File: src/rtl/axi_lite_cmd_queue.sv
// axi_lite_cmd_queue
// Command FIFO in front of axi_lite_master. Commands are issued one at a time,
// and completion is detected from the B/R channel monitor taps.
// Build macro AXI_CMDQ_TIMEOUT_EN: adds a per-command timeout that forces a
// response with rsp_err=1. Without it, WAIT lasts until completion and rsp_err is 0.
//
// state | meaning
// ------+---------------------------------------------------------------
// IDLE  | no command in flight; pops the FIFO head when one is present
// ISSUE | start_* strobe held for START_HOLD cycles; early completion latched
// WAIT  | strobe released, waiting for the matching B or R handshake
// RESP  | response presented until the requester takes it
module axi_lite_cmd_queue #(
    parameter int DEPTH      = 4,
    parameter int START_HOLD = 4,
    parameter int TIMEOUT    = 64
) (
    input  logic        aclk,
    input  logic        areset_n,
    input  logic        cmd_valid,
    output logic        cmd_ready,
    input  logic        cmd_write,
    input  logic [31:0] cmd_addr,
    input  logic [31:0] cmd_wdata,
    output logic        start_read,
    output logic        start_write,
    output logic [31:0] addr,
    output logic [31:0] data,
    input  logic        mon_bvalid,
    input  logic        mon_bready,
    input  logic        mon_rvalid,
    input  logic        mon_rready,
    input  logic [31:0] mon_rdata,
    output logic        rsp_valid,
    input  logic        rsp_ready,
    output logic        rsp_write,
    output logic [31:0] rsp_rdata,
    output logic        rsp_err
);
    localparam int PW = $clog2(DEPTH);
    localparam int CW = PW + 1;

    typedef logic [31:0] addr_t;
    typedef logic [31:0] data_t;

    typedef struct packed {
        logic  wr;
        addr_t a;
        data_t d;
    } entry_t;

    typedef enum logic [1:0] {
        S_IDLE  = 2'd0,
        S_ISSUE = 2'd1,
        S_WAIT  = 2'd2,
        S_RESP  = 2'd3
    } state_t;

    if (DEPTH < 2 || (DEPTH & (DEPTH - 1)) != 0 || START_HOLD < 1 || START_HOLD > 15
        || TIMEOUT < 1) begin : g_param_check
        $error("axi_lite_cmd_queue: illegal parameter set");
    end

    entry_t        mem_q [DEPTH];
    logic [PW-1:0] wr_ptr_q, rd_ptr_q;
    logic [CW-1:0] cnt_q;

    state_t        state_q, state_d;
    logic [3:0]    hold_q, hold_d;
    logic          wr_q, wr_d;
    addr_t         addr_q, addr_d;
    data_t         data_q, data_d;
    logic          done_q, done_d;
    data_t         rdata_q, rdata_d;

    logic          push, pop, empty, full, hit;
    entry_t        head;

    assign empty     = (cnt_q == '0);
    assign full      = (cnt_q == CW'(DEPTH));
    assign cmd_ready = !full;
    assign push      = cmd_valid && cmd_ready;
    assign pop       = (state_q == S_IDLE) && !empty;
    assign head      = mem_q[rd_ptr_q];
    assign hit       = wr_q ? (mon_bvalid && mon_bready) : (mon_rvalid && mon_rready);

`ifdef AXI_CMDQ_TIMEOUT_EN
    localparam int TW = $clog2(TIMEOUT + 1);
    logic [TW-1:0] to_q, to_d;
    logic          err_q, err_d;
    logic          expire;

    assign expire  = (to_q == TW'(1));
    assign rsp_err = err_q;

    // Timeout down-counter and error flag.
    always_ff @(posedge aclk or negedge areset_n) begin
        if (!areset_n) begin
            to_q  <= '0;
            err_q <= 1'b0;
        end else begin
            to_q  <= to_d;
            err_q <= err_d;
        end
    end
`else
    assign rsp_err = 1'b0;
`endif

    // Command storage; contents need no reset because occupancy gates every read.
    always_ff @(posedge aclk) begin
        if (push) begin
            mem_q[wr_ptr_q] <= {cmd_write, cmd_addr, cmd_wdata};
        end
    end

    // FIFO pointers and occupancy; a same-cycle pop never frees room for a push.
    always_ff @(posedge aclk or negedge areset_n) begin
        if (!areset_n) begin
            wr_ptr_q <= '0;
            rd_ptr_q <= '0;
            cnt_q    <= '0;
        end else begin
            if (push) wr_ptr_q <= wr_ptr_q + PW'(1);
            if (pop)  rd_ptr_q <= rd_ptr_q + PW'(1);
            case ({push, pop})
                2'b10:   cnt_q <= cnt_q + CW'(1);
                2'b01:   cnt_q <= cnt_q - CW'(1);
                default: cnt_q <= cnt_q;
            endcase
        end
    end

    // Sequencer state and issue/response registers.
    always_ff @(posedge aclk or negedge areset_n) begin
        if (!areset_n) begin
            state_q <= S_IDLE;
            hold_q  <= '0;
            wr_q    <= 1'b0;
            addr_q  <= '0;
            data_q  <= '0;
            done_q  <= 1'b0;
            rdata_q <= '0;
        end else begin
            state_q <= state_d;
            hold_q  <= hold_d;
            wr_q    <= wr_d;
            addr_q  <= addr_d;
            data_q  <= data_d;
            done_q  <= done_d;
            rdata_q <= rdata_d;
        end
    end

    // Next-state logic: pop, strobe hold, completion capture, response handoff.
    always_comb begin
        state_d = state_q;
        hold_d  = hold_q;
        wr_d    = wr_q;
        addr_d  = addr_q;
        data_d  = data_q;
        done_d  = done_q;
        rdata_d = rdata_q;
`ifdef AXI_CMDQ_TIMEOUT_EN
        to_d    = to_q;
        err_d   = err_q;
        if ((state_q == S_ISSUE || state_q == S_WAIT) && to_q != '0) begin
            to_d = to_q - TW'(1);
        end
`endif
        case (state_q)
            S_IDLE: begin
                if (pop) begin
                    wr_d    = head.wr;
                    addr_d  = head.a;
                    data_d  = head.wr ? head.d : '0;
                    hold_d  = 4'(START_HOLD);
                    done_d  = 1'b0;
                    rdata_d = '0;
`ifdef AXI_CMDQ_TIMEOUT_EN
                    to_d    = TW'(TIMEOUT);
                    err_d   = 1'b0;
`endif
                    state_d = S_ISSUE;
                end
            end
            S_ISSUE: begin
                hold_d = hold_q - 4'd1;
                if (hit && !done_q) begin
                    done_d  = 1'b1;
                    rdata_d = wr_q ? '0 : mon_rdata;
                end
                if (hold_q == 4'd1) begin
                    state_d = (done_q || hit) ? S_RESP : S_WAIT;
                end
`ifdef AXI_CMDQ_TIMEOUT_EN
                if (expire && !done_q && !hit) begin
                    err_d   = 1'b1;
                    rdata_d = '0;
                    state_d = S_RESP;
                end
`endif
            end
            S_WAIT: begin
                if (hit) begin
                    rdata_d = wr_q ? '0 : mon_rdata;
                    state_d = S_RESP;
                end
`ifdef AXI_CMDQ_TIMEOUT_EN
                else if (expire) begin
                    err_d   = 1'b1;
                    rdata_d = '0;
                    state_d = S_RESP;
                end
`endif
            end
            S_RESP: begin
                if (rsp_ready) state_d = S_IDLE;
            end
            default: state_d = S_IDLE;
        endcase
    end

    assign start_write = (state_q == S_ISSUE) &&  wr_q;
    assign start_read  = (state_q == S_ISSUE) && !wr_q;
    assign addr        = addr_q;
    assign data        = data_q;
    assign rsp_valid   = (state_q == S_RESP);
    assign rsp_write   = wr_q;
    assign rsp_rdata   = rdata_q;

endmodule

File: config.mk
export PLATFORM = sky130hd
export DESIGN_NAME = axi_lite_cmd_queue
export DESIGN_NICKNAME = d
export VERILOG_FILES = /design/src/rtl/axi_lite_cmd_queue.sv
export SDC_FILE = /design/constraint.sdc
export NUM_CORES = 1
export LEC_CHECK = 0
export BUFFER_PORTS_ARGS = -buffer_cell sky130_fd_sc_hd__buf_2
export CAP_MARGIN = 10
export CORE_MARGIN = 3
export CORE_UTILIZATION = 61
export CTS_CLUSTER_DIAMETER = 30
export CTS_CLUSTER_SIZE = 12
export DETAILED_ROUTE_END_ITERATION = 16
export GPL_ROUTABILITY_DRIVEN = 1
export PLACE_DENSITY = 0.84
export REMOVE_ABC_BUFFERS = 1
export SLEW_MARGIN = 15
export SYNTH_ARGS = -nofsm -noshare
export SYNTH_HDL_FRONTEND = slang
export SYNTH_SLANG_ARGS = --single-unit
File: constraint.sdc
create_clock -name aclk -period 4.4 [get_ports aclk]
set_input_delay 0.22 -clock aclk [delete_from_list [all_inputs] [get_ports aclk]]
set_output_delay 0.22 -clock aclk [all_outputs]
set_load 0.02 [all_outputs]
==> results_dict.tcl, run 1 <==
set metrics [dict create \
    status "complete, no violations" \
    regArea_um2 10590 \
    cts_buffer_depth 3 \
    timing.rr.start "rd_ptr_q[1]" \
    required_ns 4.78 \
    path_class "flop to flop" \
    drive_above_1_share_pct 31.60 \
    hold_viol_final 0 \
    routabilityCongestion 0.8177 \
    drt-total-wl_um 33890 \
    ys_types 41 \
    core_area_um2 22850 \
    grt_pass1_wl_um 53910 \
    ant_nets 0 \
    grt_max_degree 69 \
    synth_edf_count 260 \
    num-fill-cells 1124 \
    synth_area_leaders "edfxtp_1 (55%), dfrtp_1 (19%), mux4_2 (10%), nand2_1 (4.4%), mux2i_1 (2.3%)" \
    max_freq_mhz 378.9 \
    worstMarginPinSlew_ns 1.151 \
    synth_top_cell_by_area "edfxtp_1" \
    io_buffers 205 \
    dp_slack_ns 1.829 \
    maxSlewViolCount 0 \
    crit_path_start "rd_ptr_q[1]" \
    p_leak_nw 7.759 \
    cts_max_level 2 \
    maxSlewHeadroom_pct 22.99 \
    overflow 0 \
    r2r_end "data[7]" \
    synthesis.instances 855 \
    synth_compound_area_share_pct 2.601 \
    antenna_found_initial 0 \
    cts_buffers 58 \
    rsz0062_at_grt "false" \
    synthArstFlopShare_pct 29.92 \
    power_density_nw_per_um2 757.3 \
    syn_avg_cell_area_um2 16.71 \
    synth_top_area_share_pct 54.64 \
    drc 0 \
    pwr-share-seq_pct 38.0 \
    ir_drop_mv 0.5769 \
    synthAdderAreaFrac_pct 1.278 \
    setup_ws_ns 1.761 \
    die_h_um 159.1 \
    final_area_um2 18640 \
    post_cts_buffers 0 \
    syn2layout_area_growth_pct 30.46 \
    slowest_stage "dfrtp_4" \
    synth_simple_gate_area_share_pct 5.517 \
    final_core_util_pct 81.59 \
    switching_share_pct 33.69 \
    ys_seq_area_share_pct 74.08 \
    via_per_inst 5.578 \
    die_w_um 159.1 \
    num_rows 55 \
    muxShareOfSynthArea_pct 12.56 \
    r2r_cells 5 \
    fp.dieArea_um2 25300 \
    maxCapViolCount 0 \
    netlist_area_um2 14290 \
    synth_top_family_by_area "multiplexers" \
    n_antenna_cell 0 \
    vias 8629 \
    first_pass_iters 5 \
    internal_power_mw 9.361 \
    insertion_delay_ns 0.56 \
    synth_flop_cell "edfxtp_1" \
    yosysMostFrequentCell "edfxtp_1" \
    skew_ns 0.01663 \
    cts_tree "done" \
    post-route-period-util_pct 59.98 \
    cp_cell_sequence "buf_4 -> mux2i_1 -> nand2_1 -> o21ai_4 -> o31ai_1" \
    nNetsFinal 1303 \
    multi_input_area_um2 3246 \
    track_usage_pct 27.31 \
    dpl_cell_area_um2 15610 \
    slowest_delay_ns 0.77 \
    drtIter0Drc 804 \
    synth.yosys.warnings 0 \
    synth_common_cells "edfxtp_1 (260), nand2_1 (169), dfrtp_1 (111)" \
    clk_pin_slew_worst_paths_ns 0.06 \
    clock-sinks 371 \
    worstPathMaxFanout 34 \
    hold_slack_ns 0.1044 \
    clockPowerShare_pct 33.2 \
    start_kind "flop" \
    crit_end "data[7]" \
    first_global_vias 9519 \
    setup-violations-final 0 \
    synth_xor_area_share_pct 0.3678 \
    floorplan.initialDensity_pct 62.54 \
    power_mw 14.12 \
    p_switching_mw 4.757 \
    synth_seq_cells 371 \
    pin_count 207 \
    period_needed_ns 2.639 \
    cts_root_buf "clkbuf_16" \
    cp-end-kind "flop" \
    wl_per_cell_um 21.91 \
    ff2ff_setup_slack_ns 1.76 \
    dp_hpwl_um 16690 \
    hold_class "primary input to flop" \
    comb_power_share_pct 28.8 \
    worstPathArrival_ns 3.02 \
]
==> registers in the layout (all words and copies together), names as in the netlist <==
register,flops
data,32
wr_ptr_q,2
addr,32
state_q,2
rd_ptr_q,2
rsp_rdata,32
mem_q,260
done_q,1
cnt_q,3
hold_q,4
rsp_write,1
==> worst max-delay path, delay by kind of cell (launching register included) <==
kind	cells	cell delay, ns
buf+inv	1	0.55
simple gates	1	0.12
flops	1	0.77
mux	1	0.24
compound gates	2	0.73
==> metrics by stage <==
stage	cells	setup TNS [ns]
5_1_grt	1547	0
6_report	1547	0
4_1_cts	1547	0
3_5_place_dp	1339	0
3_3_place_gp	1339	0
2_1_floorplan	814	-282.19
==> power by group through the flow <==
stage | Clock (mW) | Combinational [mW] | Sequential, mW
after floorplan | 0 | 2.36 | 5.70
after global placement | 0 | 3.76 | 5.35
after detailed placement | 0 | 3.89 | 5.40
after CTS | 4.72 | 4.03 | 5.36
after global routing | 4.90 | 4.39 | 5.47
final | 4.69 | 4.06 | 5.37
==> layer usage <==
layer	share of wire, %	GRT usage [%]
met5	0	0
met2	53	48.52
met3	6.2	5.125
met1	38	34.08
met4	2.8	9.511
==> worst min path at each step <==
stage,from,slack (ns),cells past startpoint,end
after floorplan,areset_n,-0.08,0,addr[0]
after global placement,areset_n,0.42,1,rsp_rdata[5]
after detailed placement,areset_n,0.43,1,rsp_rdata[5]
after CTS,cmd_valid,0.1,3,wr_ptr_q[0]
after global routing,cmd_valid,0.13,3,wr_ptr_q[0]
final,cmd_valid,0.10,3,wr_ptr_q[0]
==> layout make-up <==
| cell class | count | area share (%) |
|---|---|---|
| inverter | 80 | 1.611 |
| sequential | 371 | 56.82 |
| tap | 313 | 2.101 |
| timing repair buffer | 310 | 11.06 |
| clock inverter | 39 | 2.510 |
| multi-input combinational | 363 | 17.41 |
| clock buffer | 71 | 8.484 |
==> cell families after synthesis <==
family	count (synthesis)
muxes	99
buffers and inverters	121
and+or+nand+nor	192
DFF	371
xor gates and xnor gates	6
AOI/OAI and AO/OA	51
adders and majority gates	14
other	1
==> cell usage in the layout (no fill, tap or decap), types with 2 or more instances in the layout <==
cell type      Yosys  layout
clkbuf_8           0       6
buf_4              4       8
o21ai_0            9       9
dfrtp_4            0       2
clkinv_1           1       6
buf_2             15     204
dfrtp_1          111     109
mux2i_1           33      33
inv_6              0       7
nor3_1             3       3
clkinv_4           0       6
nand2_1          169     169
clkinv_2           0       3
mux4_2            64      64
clkbuf_16          0      59
dlygate4sd3_1      0      98
ha_1              13      13
edfxtp_1         260     260
inv_1             79      79
and3_4             0       4
xnor2_1            4       4
clkinvlp_4         0       6
mux2_2             2       2
bufinv_16          0       7
and2_1             3       3
inv_8              0       4
nand3_1            4       4
xor2_1             2       2
clkbuf_1          17       6
o31ai_1           33      32
==> repair_timing <==
action,CTS,global route
resized for setup,0,0
endpoints found under the hold margin,359,0
hold buffers,98,0
Power figures use the tool's default switching activity.
==> inputs of run 2 (changes only) <==
CORE_UTILIZATION = 57   (was 61)
PLACE_DENSITY = 0.8   (was 0.84)
clock period = 2.7 ns   (was 4.4 ns; I/O delays follow)
==> run 2 against run 1 <==
  * Clock power grew 82%
  * Via count rose by 0.41%
  * Critical path depth is 1 higher
  * Critical endpoint is now data[22]
  * Largest power group is now clock
==> results_dict.tcl, run 2 (same netlist as run 1, synthesis figures left out) <==
set metrics [dict create \
    first_global_vias 9670 \
    routabilityCongestion 0.7709 \
    final_cell_mix "edfxtp_1 (260), buf_2 (204), nand2_1 (169)" \
    drive_above_1_share_pct 32.70 \
    worstMarginPinSlew_ns 1.132 \
    largest_register_ffs 260 \
    worstPathArrival_ns 2.81 \
    status "complete, no violations" \
    rsz0062_at_grt "false" \
    timing.rr.start "state_q[0]" \
    cts_buffers 66 \
    floorplan.initialDensity_pct 58.41 \
    final_area_um2 19130 \
    cts_root_buf "clkbuf_16" \
    pin_count 207 \
    die_h_um 164.3 \
    cts_tree "done" \
    crit_path_start "state_q[0]" \
    setup-violations-final 0 \
    die_w_um 164.3 \
    post_cts_buffers 0 \
    maxCapViolCount 0 \
    worstPathMaxFanout 100 \
    dpl_cell_area_um2 15820 \
    largest-register "mem_q" \
    fp.dieArea_um2 27000 \
    skew_ns 0.02057 \
    hold_viol_final 0 \
    final_core_util_pct 78.22 \
    dp_hpwl_um 17890 \
    first_pass_iters 5 \
    cts_max_level 3 \
    grt_pass1_wl_um 52010 \
    clock-sinks 371 \
    cts_buffer_depth 3 \
    maxSlewViolCount 0 \
    maxSlewHeadroom_pct 24.53 \
    hold_class "primary input to flop" \
    nNetsFinal 1322 \
    required_ns 3.12 \
    cp-end-kind "flop" \
    post-route-period-util_pct 88.66 \
    crit_end "data[22]" \
    antenna_found_initial 2 \
    p_leak_nw 8.000 \
    track_usage_pct 25.64 \
    ir_drop_mv 0.7626 \
    clk_pin_slew_worst_paths_ns 0.05 \
    vias 8664 \
    grt_max_degree 101 \
    r2r_end "data[22]" \
    final_common_cell "edfxtp_1" \
    postCtsResizedCells 0 \
    num_rows 57 \
    cts_hold_buf 98 \
    io_buffers 205 \
    ff2ff_setup_slack_ns 0.31 \
    drt-total-wl_um 33790 \
    power_density_nw_per_um2 1260 \
    drc 0 \
    insertion_delay_ns 0.54 \
    ant_nets 0 \
    r2r_cells 6 \
    period_needed_ns 2.394 \
    max_freq_mhz 417.8 \
    path_class "flop to flop" \
    core_area_um2 24460 \
    wl_per_cell_um 21.34 \
    overflow 0 \
    via_per_inst 5.473 \
    drtIter0Drc 878 \
    start_kind "flop" \
    syn2layout_area_growth_pct 33.91 \
]
-- run 2: power breakdown --
group          internal [mW]  total, mW  switching [mW]
registers               7.70       8.47           0.774
logic                   2.82       7.09            4.27
clock network           5.71       8.54            2.83
total                   16.2       24.1            7.87
-- run 2: worst max-delay path, stage by stage (launching register included) --
cell     delay (ns)
dfrtp_1        0.44
inv_1          0.11
ha_1           0.26
o31ai_4        0.08
buf_4          0.86
nand2_1        0.26
o31ai_1        0.16
-- run 2: metrics by stage --
step	cells	hold slack [ns]	power [mW]	setup TNS [ns]	worst slack, ns
2_1_floorplan	814	-0.1606	13.14	-445.25	-7.725
4_1_cts	1581	0.05260	24.17	0	0.4534
5_1_grt	1583	0.08235	25.23	0	0.1981
3_3_place_gp	1361	0.2082	15.09	0	0.5781
6_report	1583	0.07318	24.10	0	0.3062
3_5_place_dp	1361	0.2066	15.36	0	0.4907
-- run 2: layout make-up --
| class | count | area [um2] |
|---|---|---|
| sequential | 371 | 10590 |
| fill | 1235 | 5328 |
| multi-input combinational | 363 | 3241 |
| timing repair buffer | 321 | 2257 |
| clock buffer | 83 | 1819 |
| clock inverter | 39 | 514.2 |
| tap | 324 | 405.4 |
| inverter | 80 | 300.3 |
| antenna | 2 | 5.005 |
-- run 2: routing by layer --
metal / GRT usage, % / up-vias / routed length [um]
met5: 0 / - / 0
met4: 12.03 / 0 / 1215
met1: 30.49 / 4352 / 12740
met3: 5.195 / 92 / 2314
li1: - / 3834 / -
met2: 45.00 / 386 / 17520
-- run 2: how the worst min path moves through the flow --
stage,from,to,slack [ns],cells after the start
6_report,cmd_valid,wr_ptr_q[0],0.07,3
5_1_grt,cmd_valid,wr_ptr_q[0],0.08,3
4_1_cts,cmd_valid,wr_ptr_q[0],0.05,3
3_5_place_dp,areset_n,rsp_rdata[19],0.21,1
3_3_place_gp,areset_n,rsp_rdata[27],0.21,1
2_1_floorplan,areset_n,addr[0],-0.16,0
